## config.mk

```make
export PLATFORM = sky130hd
export DESIGN_NAME = blob_stats_acc_flat
export DESIGN_NICKNAME = d
export VERILOG_FILES = /design/src/rtl/blob_stats_pkg.sv /design/src/rtl/blob_stats_acc_if.sv /design/src/rtl/blob_stats_acc_lane_reduce.sv /design/src/rtl/blob_stats_acc.sv /design/src/flat_wrapper.sv
export SDC_FILE = /design/constraint.sdc
export NUM_CORES = 2
export LEC_CHECK = 0
export BUFFER_PORTS_ARGS = -buffer_cell sky130_fd_sc_hd__buf_2
export CORE_ASPECT_RATIO = 2
export CORE_MARGIN = 10
export CORE_UTILIZATION = 60
export CTS_BUF_LIST = sky130_fd_sc_hd__clkbuf_8
export DETAILED_ROUTE_END_ITERATION = 8
export PLACE_DENSITY = 0.81
export RECOVER_POWER = 25
export SLEW_MARGIN = 15
export SYNTH_ARGS = -nofsm -noshare
export SYNTH_HDL_FRONTEND = slang
export SYNTH_SLANG_ARGS = --single-unit
```

## constraint.sdc

```tcl
create_clock -name clk -period 20.3 [get_ports clk]
set_input_delay 1.015 -clock clk [delete_from_list [all_inputs] [get_ports clk]]
set_output_delay 1.015 -clock clk [all_outputs]
set_load 0.03 [all_outputs]
```

## src/rtl/blob_stats_pkg.sv

```systemverilog
// blob_stats_pkg: state encoding, width helpers and configuration check shared by blob_stats_acc.
// Latency: n/a (types, constants and constant functions only).
// Backpressure: n/a.
package blob_stats_pkg;

  // Scan FSM encoding
  localparam logic [2:0] ST_IDLE  = 3'd0;
  localparam logic [2:0] ST_FETCH = 3'd1;
  localparam logic [2:0] ST_WAIT  = 3'd2;
  localparam logic [2:0] ST_SCAN  = 3'd3;
  localparam logic [2:0] ST_FLUSH = 3'd4;
  localparam logic [2:0] ST_DONE  = 3'd5;

  // Lane-index sums are carried at a fixed width that covers the widest supported chunk
  localparam int MAX_LANES      = 64;
  localparam int LANE_IDX_SUM_W = $clog2(MAX_LANES * (MAX_LANES - 1) / 2 + 1);

  function automatic int x_w_f(input int img_w);
    return (img_w > 1) ? $clog2(img_w) : 1;
  endfunction

  function automatic int y_w_f(input int img_h);
    return (img_h > 1) ? $clog2(img_h) : 1;
  endfunction

  function automatic int cnt_w_f(input int img_w, input int img_h);
    return $clog2(img_w * img_h + 1);
  endfunction

  function automatic int lane_w_f(input int lanes);
    return (lanes > 1) ? $clog2(lanes) : 1;
  endfunction

  function automatic int lane_cnt_w_f(input int lanes);
    return $clog2(lanes + 1);
  endfunction

  // Elaboration-time legality: whole chunks per row and every row addressable
  function automatic bit cfg_ok(input int img_w, input int img_h, input int lanes,
                                input int row_base, input int addr_w);
    return (lanes >= 1) && (lanes <= MAX_LANES) && (img_w % lanes == 0) &&
           (img_h >= 1) && (img_h <= (1 << addr_w) - row_base);
  endfunction

endpackage

```

## src/rtl/blob_stats_acc_if.sv

```systemverilog
// blob_stats_acc_if: control handshake, mask BRAM port B and result bus of blob_stats_acc.
// Latency: n/a (wires only); slave = accumulator, master = controller/BRAM side.
// Backpressure: none; start/abort/done handshake, bbox signals exist only with BLOB_STATS_BBOX_EN.
interface blob_stats_acc_if #(
  parameter int IMG_W  = 640,
  parameter int IMG_H  = 480,
  parameter int ADDR_W = 9
);
  localparam int X_W   = blob_stats_pkg::x_w_f(IMG_W);
  localparam int Y_W   = blob_stats_pkg::y_w_f(IMG_H);
  localparam int CNT_W = blob_stats_pkg::cnt_w_f(IMG_W, IMG_H);

  logic                   start;
  logic                   abort;
  logic                   busy;
  logic                   done;
  logic                   mem_en;
  logic [ADDR_W-1:0]      mem_addr;
  logic [IMG_W-1:0]       mem_rdata;
  logic [CNT_W-1:0]       count;
  logic [CNT_W+X_W-1:0]   sum_x;
  logic [CNT_W+Y_W-1:0]   sum_y;
`ifdef BLOB_STATS_BBOX_EN
  logic [X_W-1:0]         min_x;
  logic [X_W-1:0]         max_x;
  logic [Y_W-1:0]         min_y;
  logic [Y_W-1:0]         max_y;

  modport slave (
    input  start, abort, mem_rdata,
    output busy, done, mem_en, mem_addr, count, sum_x, sum_y,
           min_x, max_x, min_y, max_y
  );
  modport master (
    output start, abort, mem_rdata,
    input  busy, done, mem_en, mem_addr, count, sum_x, sum_y,
           min_x, max_x, min_y, max_y
  );
`else
  modport slave (
    input  start, abort, mem_rdata,
    output busy, done, mem_en, mem_addr, count, sum_x, sum_y
  );
  modport master (
    output start, abort, mem_rdata,
    input  busy, done, mem_en, mem_addr, count, sum_x, sum_y
  );
`endif

endinterface

```

## src/rtl/blob_stats_acc_lane_reduce.sv

```systemverilog
// lane_reduce: popcount, set-lane index sum and (BLOB_STATS_BBOX_EN) first/last set lane of one chunk.
// Latency: 1 cycle (combinational reduction into one output register stage).
// Backpressure: none; clr drops any held result and wins over in_vld.
// Ports: clk/rst_n, clr, in_vld + chunk in; out_vld, cnt, isum (+ first_idx/last_idx) out.
module lane_reduce #(
  parameter int LANES = 32
) (
  input  logic                                             clk,
  input  logic                                             rst_n,
  input  logic                                             clr,
  input  logic                                             in_vld,
  input  logic [LANES-1:0]                                 chunk,
  output logic                                             out_vld,
  output logic [blob_stats_pkg::lane_cnt_w_f(LANES)-1:0]   cnt,
  output logic [blob_stats_pkg::LANE_IDX_SUM_W-1:0]        isum
`ifdef BLOB_STATS_BBOX_EN
  ,
  output logic [blob_stats_pkg::lane_w_f(LANES)-1:0]       first_idx,
  output logic [blob_stats_pkg::lane_w_f(LANES)-1:0]       last_idx
`endif
);
  import blob_stats_pkg::*;

  localparam int CW = lane_cnt_w_f(LANES);
  localparam int LW = lane_w_f(LANES);

  logic [CW-1:0]             cnt_c;
  logic [LANE_IDX_SUM_W-1:0] isum_c;

  // Lane i is chunk bit LANES-1-i, so lane 0 is the leftmost pixel of the chunk
  always_comb begin
    cnt_c  = '0;
    isum_c = '0;
    for (int i = 0; i < LANES; i++) begin
      if (chunk[LANES-1-i]) begin
        cnt_c  = cnt_c + CW'(1);
        isum_c = isum_c + LANE_IDX_SUM_W'(i);
      end
    end
  end

`ifdef BLOB_STATS_BBOX_EN
  logic [LW-1:0] first_c;
  logic [LW-1:0] last_c;
  logic          found_c;

  always_comb begin
    first_c = '0;
    last_c  = '0;
    found_c = 1'b0;
    for (int i = 0; i < LANES; i++) begin
      if (chunk[LANES-1-i]) begin
        if (!found_c) first_c = LW'(i);
        found_c = 1'b1;
        last_c  = LW'(i);
      end
    end
  end

  always_ff @(posedge clk or negedge rst_n) begin
    if (!rst_n) begin
      first_idx <= '0;
      last_idx  <= '0;
    end else if (in_vld && !clr) begin
      first_idx <= first_c;
      last_idx  <= last_c;
    end
  end
`endif

  always_ff @(posedge clk or negedge rst_n) begin
    if (!rst_n) begin
      out_vld <= 1'b0;
      cnt     <= '0;
      isum    <= '0;
    end else begin
      out_vld <= in_vld && !clr;
      if (in_vld && !clr) begin
        cnt  <= cnt_c;
        isum <= isum_c;
      end
    end
  end

endmodule

```

## src/rtl/blob_stats_acc.sv

```systemverilog
// blob_stats_acc: scans a binary mask frame (one row per BRAM word, LANES px/cycle) accumulating count, sum x, sum y.
// Latency: done at cycle 1 + IMG_H*(IMG_W/LANES+2) + 2 after start; BRAM read latency of one cycle assumed.
// Backpressure: none; start ignored while busy, abort returns to idle with cleared results. Bbox needs BLOB_STATS_BBOX_EN.
// Ports: clk, rst_n (async active-low), bus (blob_stats_acc_if.slave: start/abort/busy/done, mem_*, results).
module blob_stats_acc #(
  parameter int IMG_W    = 640,
  parameter int IMG_H    = 480,
  parameter int LANES    = 32,
  parameter int ROW_BASE = 1,
  parameter int ADDR_W   = 9
) (
  input  logic            clk,
  input  logic            rst_n,
  blob_stats_acc_if.slave bus
);
  import blob_stats_pkg::*;

  localparam int X_W   = x_w_f(IMG_W);
  localparam int Y_W   = y_w_f(IMG_H);
  localparam int CNT_W = cnt_w_f(IMG_W, IMG_H);
  localparam int SX_W  = CNT_W + X_W;
  localparam int SY_W  = CNT_W + Y_W;
  localparam int CW    = lane_cnt_w_f(LANES);
  localparam int LW    = lane_w_f(LANES);

  if (!cfg_ok(IMG_W, IMG_H, LANES, ROW_BASE, ADDR_W)) begin : g_cfg_err
    $error("blob_stats_acc: IMG_W must be a multiple of LANES and all rows must be addressable");
  end

  logic [2:0]       state_q, state_d;
  logic [Y_W-1:0]   y_q;
  logic [X_W-1:0]   base_x_q;
  logic [IMG_W-1:0] row_q;
  logic             flush_q;

  logic start_acc, abort_acc, clr, last_chunk, last_row, scan_vld;

  assign start_acc  = (state_q == ST_IDLE) && bus.start && !bus.abort;
  assign abort_acc  = (state_q != ST_IDLE) && bus.abort;
  assign clr        = start_acc || abort_acc;
  assign last_chunk = (base_x_q == X_W'(IMG_W - LANES));
  assign last_row   = (y_q == Y_W'(IMG_H - 1));
  assign scan_vld   = (state_q == ST_SCAN);

  always_comb begin
    state_d = state_q;
    case (state_q)
      ST_IDLE:  if (start_acc) state_d = ST_FETCH;
      ST_FETCH: state_d = ST_WAIT;
      ST_WAIT:  state_d = ST_SCAN;
      ST_SCAN:  if (last_chunk) state_d = last_row ? ST_FLUSH : ST_FETCH;
      ST_FLUSH: if (flush_q) state_d = ST_DONE;
      ST_DONE:  state_d = ST_IDLE;
      default:  state_d = ST_IDLE;
    endcase
    if (abort_acc) state_d = ST_IDLE;
  end

  always_ff @(posedge clk or negedge rst_n) begin
    if (!rst_n) begin
      state_q  <= ST_IDLE;
      y_q      <= '0;
      base_x_q <= '0;
      row_q    <= '0;
      flush_q  <= 1'b0;
    end else begin
      state_q <= state_d;
      // Second FLUSH cycle is marked so the reducer and accumulator have both drained
      flush_q <= (state_q == ST_FLUSH) && !flush_q && !abort_acc;
      if (clr) begin
        y_q <= '0;
      end else if (scan_vld && last_chunk && !last_row) begin
        y_q <= y_q + Y_W'(1);
      end
      if (state_q == ST_WAIT) begin
        row_q    <= bus.mem_rdata;
        base_x_q <= '0;
      end else if (scan_vld) begin
        row_q    <= row_q << LANES;
        base_x_q <= base_x_q + X_W'(LANES);
      end
    end
  end

  assign bus.busy     = (state_q != ST_IDLE);
  assign bus.done     = (state_q == ST_DONE);
  assign bus.mem_en   = (state_q == ST_FETCH);
  assign bus.mem_addr = ADDR_W'(ROW_BASE) + ADDR_W'(y_q);

  // Reducer stage: chunk coordinates travel alongside so y may advance before the sum lands
  logic                      red_vld;
  logic [CW-1:0]             red_cnt;
  logic [LANE_IDX_SUM_W-1:0] red_isum;
  logic [X_W-1:0]            s1_bx;
  logic [Y_W-1:0]            s1_y;
`ifdef BLOB_STATS_BBOX_EN
  logic [LW-1:0]             red_first;
  logic [LW-1:0]             red_last;
`endif

  lane_reduce #(.LANES(LANES)) u_lane_reduce (
    .clk       (clk),
    .rst_n     (rst_n),
    .clr       (clr),
    .in_vld    (scan_vld),
    .chunk     (row_q[IMG_W-1 -: LANES]),
    .out_vld   (red_vld),
    .cnt       (red_cnt),
    .isum      (red_isum)
`ifdef BLOB_STATS_BBOX_EN
    ,
    .first_idx (red_first),
    .last_idx  (red_last)
`endif
  );

  always_ff @(posedge clk or negedge rst_n) begin
    if (!rst_n) begin
      s1_bx <= '0;
      s1_y  <= '0;
    end else if (scan_vld) begin
      s1_bx <= base_x_q;
      s1_y  <= y_q;
    end
  end

  logic [CNT_W-1:0] count_q;
  logic [SX_W-1:0]  sum_x_q;
  logic [SY_W-1:0]  sum_y_q;

  always_ff @(posedge clk or negedge rst_n) begin
    if (!rst_n) begin
      count_q <= '0;
      sum_x_q <= '0;
      sum_y_q <= '0;
    end else if (clr) begin
      count_q <= '0;
      sum_x_q <= '0;
      sum_y_q <= '0;
    end else if (red_vld) begin
      count_q <= count_q + CNT_W'(red_cnt);
      sum_x_q <= sum_x_q + SX_W'(red_cnt) * SX_W'(s1_bx) + SX_W'(red_isum);
      sum_y_q <= sum_y_q + SY_W'(red_cnt) * SY_W'(s1_y);
    end
  end

  assign bus.count = count_q;
  assign bus.sum_x = sum_x_q;
  assign bus.sum_y = sum_y_q;

`ifdef BLOB_STATS_BBOX_EN
  logic [X_W-1:0] x_lo, x_hi;
  logic [X_W-1:0] min_x_q, max_x_q;
  logic [Y_W-1:0] min_y_q, max_y_q;
  logic           seen_q;

  assign x_lo = s1_bx + X_W'(red_first);
  assign x_hi = s1_bx + X_W'(red_last);

  // Rows arrive in increasing y, so min_y is fixed by the first set pixel and max_y tracks the latest row
  always_ff @(posedge clk or negedge rst_n) begin
    if (!rst_n) begin
      min_x_q <= '0;
      max_x_q <= '0;
      min_y_q <= '0;
      max_y_q <= '0;
      seen_q  <= 1'b0;
    end else if (clr) begin
      min_x_q <= '0;
      max_x_q <= '0;
      min_y_q <= '0;
      max_y_q <= '0;
      seen_q  <= 1'b0;
    end else if (red_vld && (red_cnt != '0)) begin
      seen_q  <= 1'b1;
      max_y_q <= s1_y;
      if (!seen_q) begin
        min_x_q <= x_lo;
        max_x_q <= x_hi;
        min_y_q <= s1_y;
      end else begin
        if (x_lo < min_x_q) min_x_q <= x_lo;
        if (x_hi > max_x_q) max_x_q <= x_hi;
      end
    end
  end

  assign bus.min_x = min_x_q;
  assign bus.max_x = max_x_q;
  assign bus.min_y = min_y_q;
  assign bus.max_y = max_y_q;
`endif

endmodule

```

## src/flat_wrapper.sv

```systemverilog
// flat-port wrapper written by rule: the top's interface ports become plain ports
module blob_stats_acc_flat import blob_stats_pkg::*;
#(
  parameter int IMG_W    = 640,
  parameter int IMG_H    = 480,
  parameter int LANES    = 32,
  parameter int ROW_BASE = 1,
  parameter int ADDR_W   = 9
)
  (clk, rst_n, bus_start, bus_abort, bus_mem_rdata, bus_busy, bus_done, bus_mem_en, bus_mem_addr, bus_count, bus_sum_x, bus_sum_y);
  blob_stats_acc_if #(.IMG_W(IMG_W), .IMG_H(IMG_H), .ADDR_W(ADDR_W)) bus_i ();
  input  logic clk;
  input  logic rst_n;
  input wire logic [$bits(bus_i.start)-1:0] bus_start;
  input wire logic [$bits(bus_i.abort)-1:0] bus_abort;
  input wire logic [$bits(bus_i.mem_rdata)-1:0] bus_mem_rdata;
  output wire logic [$bits(bus_i.busy)-1:0] bus_busy;
  output wire logic [$bits(bus_i.done)-1:0] bus_done;
  output wire logic [$bits(bus_i.mem_en)-1:0] bus_mem_en;
  output wire logic [$bits(bus_i.mem_addr)-1:0] bus_mem_addr;
  output wire logic [$bits(bus_i.count)-1:0] bus_count;
  output wire logic [$bits(bus_i.sum_x)-1:0] bus_sum_x;
  output wire logic [$bits(bus_i.sum_y)-1:0] bus_sum_y;
  assign bus_i.start = bus_start;
  assign bus_i.abort = bus_abort;
  assign bus_i.mem_rdata = bus_mem_rdata;
  assign bus_busy = bus_i.busy;
  assign bus_done = bus_i.done;
  assign bus_mem_en = bus_i.mem_en;
  assign bus_mem_addr = bus_i.mem_addr;
  assign bus_count = bus_i.count;
  assign bus_sum_x = bus_i.sum_x;
  assign bus_sum_y = bus_i.sum_y;
  blob_stats_acc #(.IMG_W(IMG_W), .IMG_H(IMG_H), .LANES(LANES), .ROW_BASE(ROW_BASE), .ADDR_W(ADDR_W)) u_core (.clk(clk), .rst_n(rst_n), .bus(bus_i));
endmodule
```

==> results.py <==
metrics = {
    "critical_path": {
        "ff2ff_path_depth": 86,
        "arrival_ns": 19.14,
        "max_stage_delay_ns": 0.50,
        "criticalPathCategory": "reg2reg",
        "cp-end-kind": "flop",
        "worst_path_most_repeated_cell": "ha_1",
        "critPathRequiredTime_ns": 20.96,
        "crit_slowest_cell": "dfrtp_1",
        "r2r-start": "u_core.row_q[638]$_DFFE_PN0N_",
        "worstPathMaxFanout": 7,
        "reg2reg_slack_ns": 1.82,
        "r2r-end": "u_core.u_lane_reduce.cnt[4]$_DFFE_PN0P_",
        "cp-start-kind": "flop",
    },
    "sta": {
        "post-route-period-util_pct": 91.1,
        "slew_headroom_pct": -279,
        "fmax_mhz": 54.1,
        "finalWorstSetupSlack_ns": 1.82,
        "period_minus_slack_ns": 18.48,
        "hold_viol": 0,
        "finalClockSkew_ns": 0.0503,
        "finalMaxSlewViolations": 514,
        "tns_ns": 0,
        "grt_setup_unrepaired": "no",
        "tightest_slew_ns": 5.69,
        "setup_viol": 0,
    },
    "clock_tree": {
        "cts_tree": "built",
        "insertion_delay_ns": 0.83,
        "ctsHoldBuffers": 0,
        "cts_resized": 0,
        "clock_path_buffers": 3,
        "clk_pin_slew_ns": 0.07,
        "htreeDepth": 3,
        "cts-root-buf": "clkbuf_8",
        "post_cts_buffers": 0,
        "numCtsBuffers": 107,
        "clock_sinks": 766,
    },
    "grt": {
        "grt_pass1_vias": 41900,
        "gr-total-overflow": 0,
        "grt_antenna_before_repair": 82,
        "grt_max_degree": 167,
        "grt_pass1_wl_um": 229000,
        "grt_usage_pct": 30.9,
    },
    "floorplanning": {
        "boundaryPins": 732,
        "die_area_sq_um": 94100,
        "num_rows": 148,
        "initial_core_util_pct": 60.3,
        "die_y_um": 424,
        "die_w_um": 222,
        "coreArea_sq_um": 81100,
    },
    "routing": {
        "wl_met2_um": 75100,
        "vias": 40900,
        "wl_met1_um": 52600,
        "top_layer_used": "met5",
        "dr.pass1.iters": 5,
        "wl_per_cell_um": 21.3,
        "vias_per_cell": 5.81,
        "wl_um": 150000,
        "ant_nets": 0,
        "drc": 0,
        "drt_iter0_drc": 2827,
        "wl_met3_um": 10600,
    },
    "synthesis": {
        "synth_most_common_cell": "nand2_1",
        "syn_inst": 5262,
        "yosysTopAreaCell": "dfrtp_1",
        "synth_commonest_cells": "nand2_1, dfrtp_1, o21ai_0",
        "synth_edf_count": 0,
        "yosys.cell_types.count": 127,
        "synth_ff_type": "dfrtp_1",
        "synth-async-reset-ratio_pct": 100,
        "yosys_warnings": 0,
        "yosysTopAreaCellShare_pct": 39.2,
        "ys_seq_area_share_pct": 39.2,
        "netlist_area_sq_um": 48900,
        "syn_area_per_cell_sq_um": 9.30,
        "synthTopCellsByArea": "dfrtp_1, mux2i_1, o21ai_0, nand2_1, ha_1",
        "ys_ff_latch": 766,
    },
    "cells_and_area": {
        "fin_cells": 7038,
        "n_fill_cell": 6423,
        "fin_nets": 6713,
        "area_growth_pct": 13.2,
        "drive_gt1_share_pct": 16.8,
    },
    "run_status": {
        "violations": "max-capacitance violations, max-slew violations",
        "status": "finished with violations",
    },
    "placement": {
        "pre_cts_ws_ns": 1.92,
        "place_hpwl_um": 116000,
        "placedCellCount": 6791,
        "gp_congestion": 0.972,
        "numPortBuffers": 731,
    },
    "job": {
        "cap_viol_max_count": 8,
    },
    "hold_path": {
        "hold_path.class": "in2reg",
        "hp-start": "bus_mem_rdata[6]",
        "whs_path_depth": 3,
        "hold_end": "u_core.row_q[6]$_DFFE_PN0N_",
    },
}
layout by cell type (no fill, tap or decap), drive strengths merged, types with 48 or more instances in the layout:
| master | Yosys | final |
|---|---|---|
| o21ai | 720 | 720 |
| dfrtp | 766 | 766 |
| and2 | 59 | 59 |
| xor2 | 134 | 134 |
| nor2 | 210 | 210 |
| inv | 210 | 246 |
| a21oi | 96 | 96 |
| ha | 136 | 136 |
| clkbuf | 275 | 204 |
| diode | 0 | 48 |
| nor3 | 55 | 55 |
| fa | 83 | 83 |
| mux2i | 670 | 670 |
| nand2 | 943 | 943 |
| nand3 | 66 | 66 |
| buf | 34 | 711 |
| xnor2 | 196 | 196 |
logic make-up after synthesis:
logic type / count (synthesis) / synth area share (%)
AOI/OAI and AO/OA: 1088 / 13.1
xor gates and xnor gates: 351 / 7.31
adders and majority gates: 226 / 7.02
buffers and inverters: 523 / 4.12
DFF: 766 / 39.2
muxes: 697 / 14.4
other: 2 / 0.0154
and+or+nand+nor: 1609 / 14.8
metal layers:
| layer | track usage (%) | vias up |
|---|---|---|
| li1 | - | 19400 |
| met1 | 32.2 | 19700 |
| met2 | 53.2 | 1296 |
| met3 | 7.93 | 447 |
| met4 | 22.0 | 68 |
| met5 | 0 | - |
final cells by class:
class                   instances  area [sq um]  area share, %
multi-input cells            3987         27800           50.2
clock buffers                 141          1940           3.50
diodes                         48           120          0.217
clock inverters                58           325          0.587
inverters                     214           803           1.45
well taps                    1050          1310           2.37
repair buffers                774          3910           7.05
flip-flops and latches        766         19200           34.6
worst max path at each step:
stage,depth (start not counted),start,slack [ns],end
after floorplan,85,u_core.row_q[638]$_DFFE_PN0N_,3.67,u_core.u_lane_reduce.cnt[5]$_DFFE_PN0P_
after global placement,87,u_core.row_q[638]$_DFFE_PN0N_,2.42,u_core.u_lane_reduce.cnt[5]$_DFFE_PN0P_
after detailed placement,86,u_core.row_q[638]$_DFFE_PN0N_,1.92,u_core.u_lane_reduce.cnt[4]$_DFFE_PN0P_
after CTS,86,u_core.row_q[638]$_DFFE_PN0N_,1.88,u_core.u_lane_reduce.cnt[4]$_DFFE_PN0P_
after global routing,87,u_core.row_q[638]$_DFFE_PN0N_,0.47,u_core.u_lane_reduce.cnt[5]$_DFFE_PN0P_
final,86,u_core.row_q[638]$_DFFE_PN0N_,1.82,u_core.u_lane_reduce.cnt[4]$_DFFE_PN0P_
stage by stage:
| step | util, % | hold WS, ns | instance area, sq um |
|---|---|---|---|
| 3_5_place_dp | 65.5 | 0.456 | 53100 |
| 3_3_place_gp | 65.5 | 0.449 | 53100 |
| 6_report | 68.3 | 0.427 | 55400 |
| 2_1_floorplan | - | 0.438 | 49000 |
| 4_1_cts | 68.3 | 0.226 | 55400 |
| 5_1_grt | 68.2 | 0.422 | 55300 |
sequential cells by signal, indices dropped and copies added, names as in the netlist:
name,count
u_core.row_q,640
u_core.bus.sum_x,29
u_core.bus.sum_y,28
u_core.bus.count,19
u_core.u_lane_reduce.isum,11
u_core.s1_y,9
u_core.y_q,9
u_core.u_lane_reduce.cnt,6
u_core.base_x_q,5
u_core.s1_bx,5
u_core.state_q,3
u_core.flush_q,1
u_core.u_lane_reduce.out_vld,1
worst max-delay path: cells and delay by family (launching register included):
family | cells | cell delay, ns
adders and majority gates | 30 | 9.24
muxes | 13 | 3.29
AOI/OAI and AO/OA | 13 | 2.13
and+or+nand+nor | 19 | 2.06
buffers and inverters | 9 | 0.72
DFF | 1 | 0.50
xor gates and xnor gates | 2 | 0.37
Power is left out: the tool's default activity adds up to more than one toggle a clock period on the data nets, which glitch-free logic cannot reach.
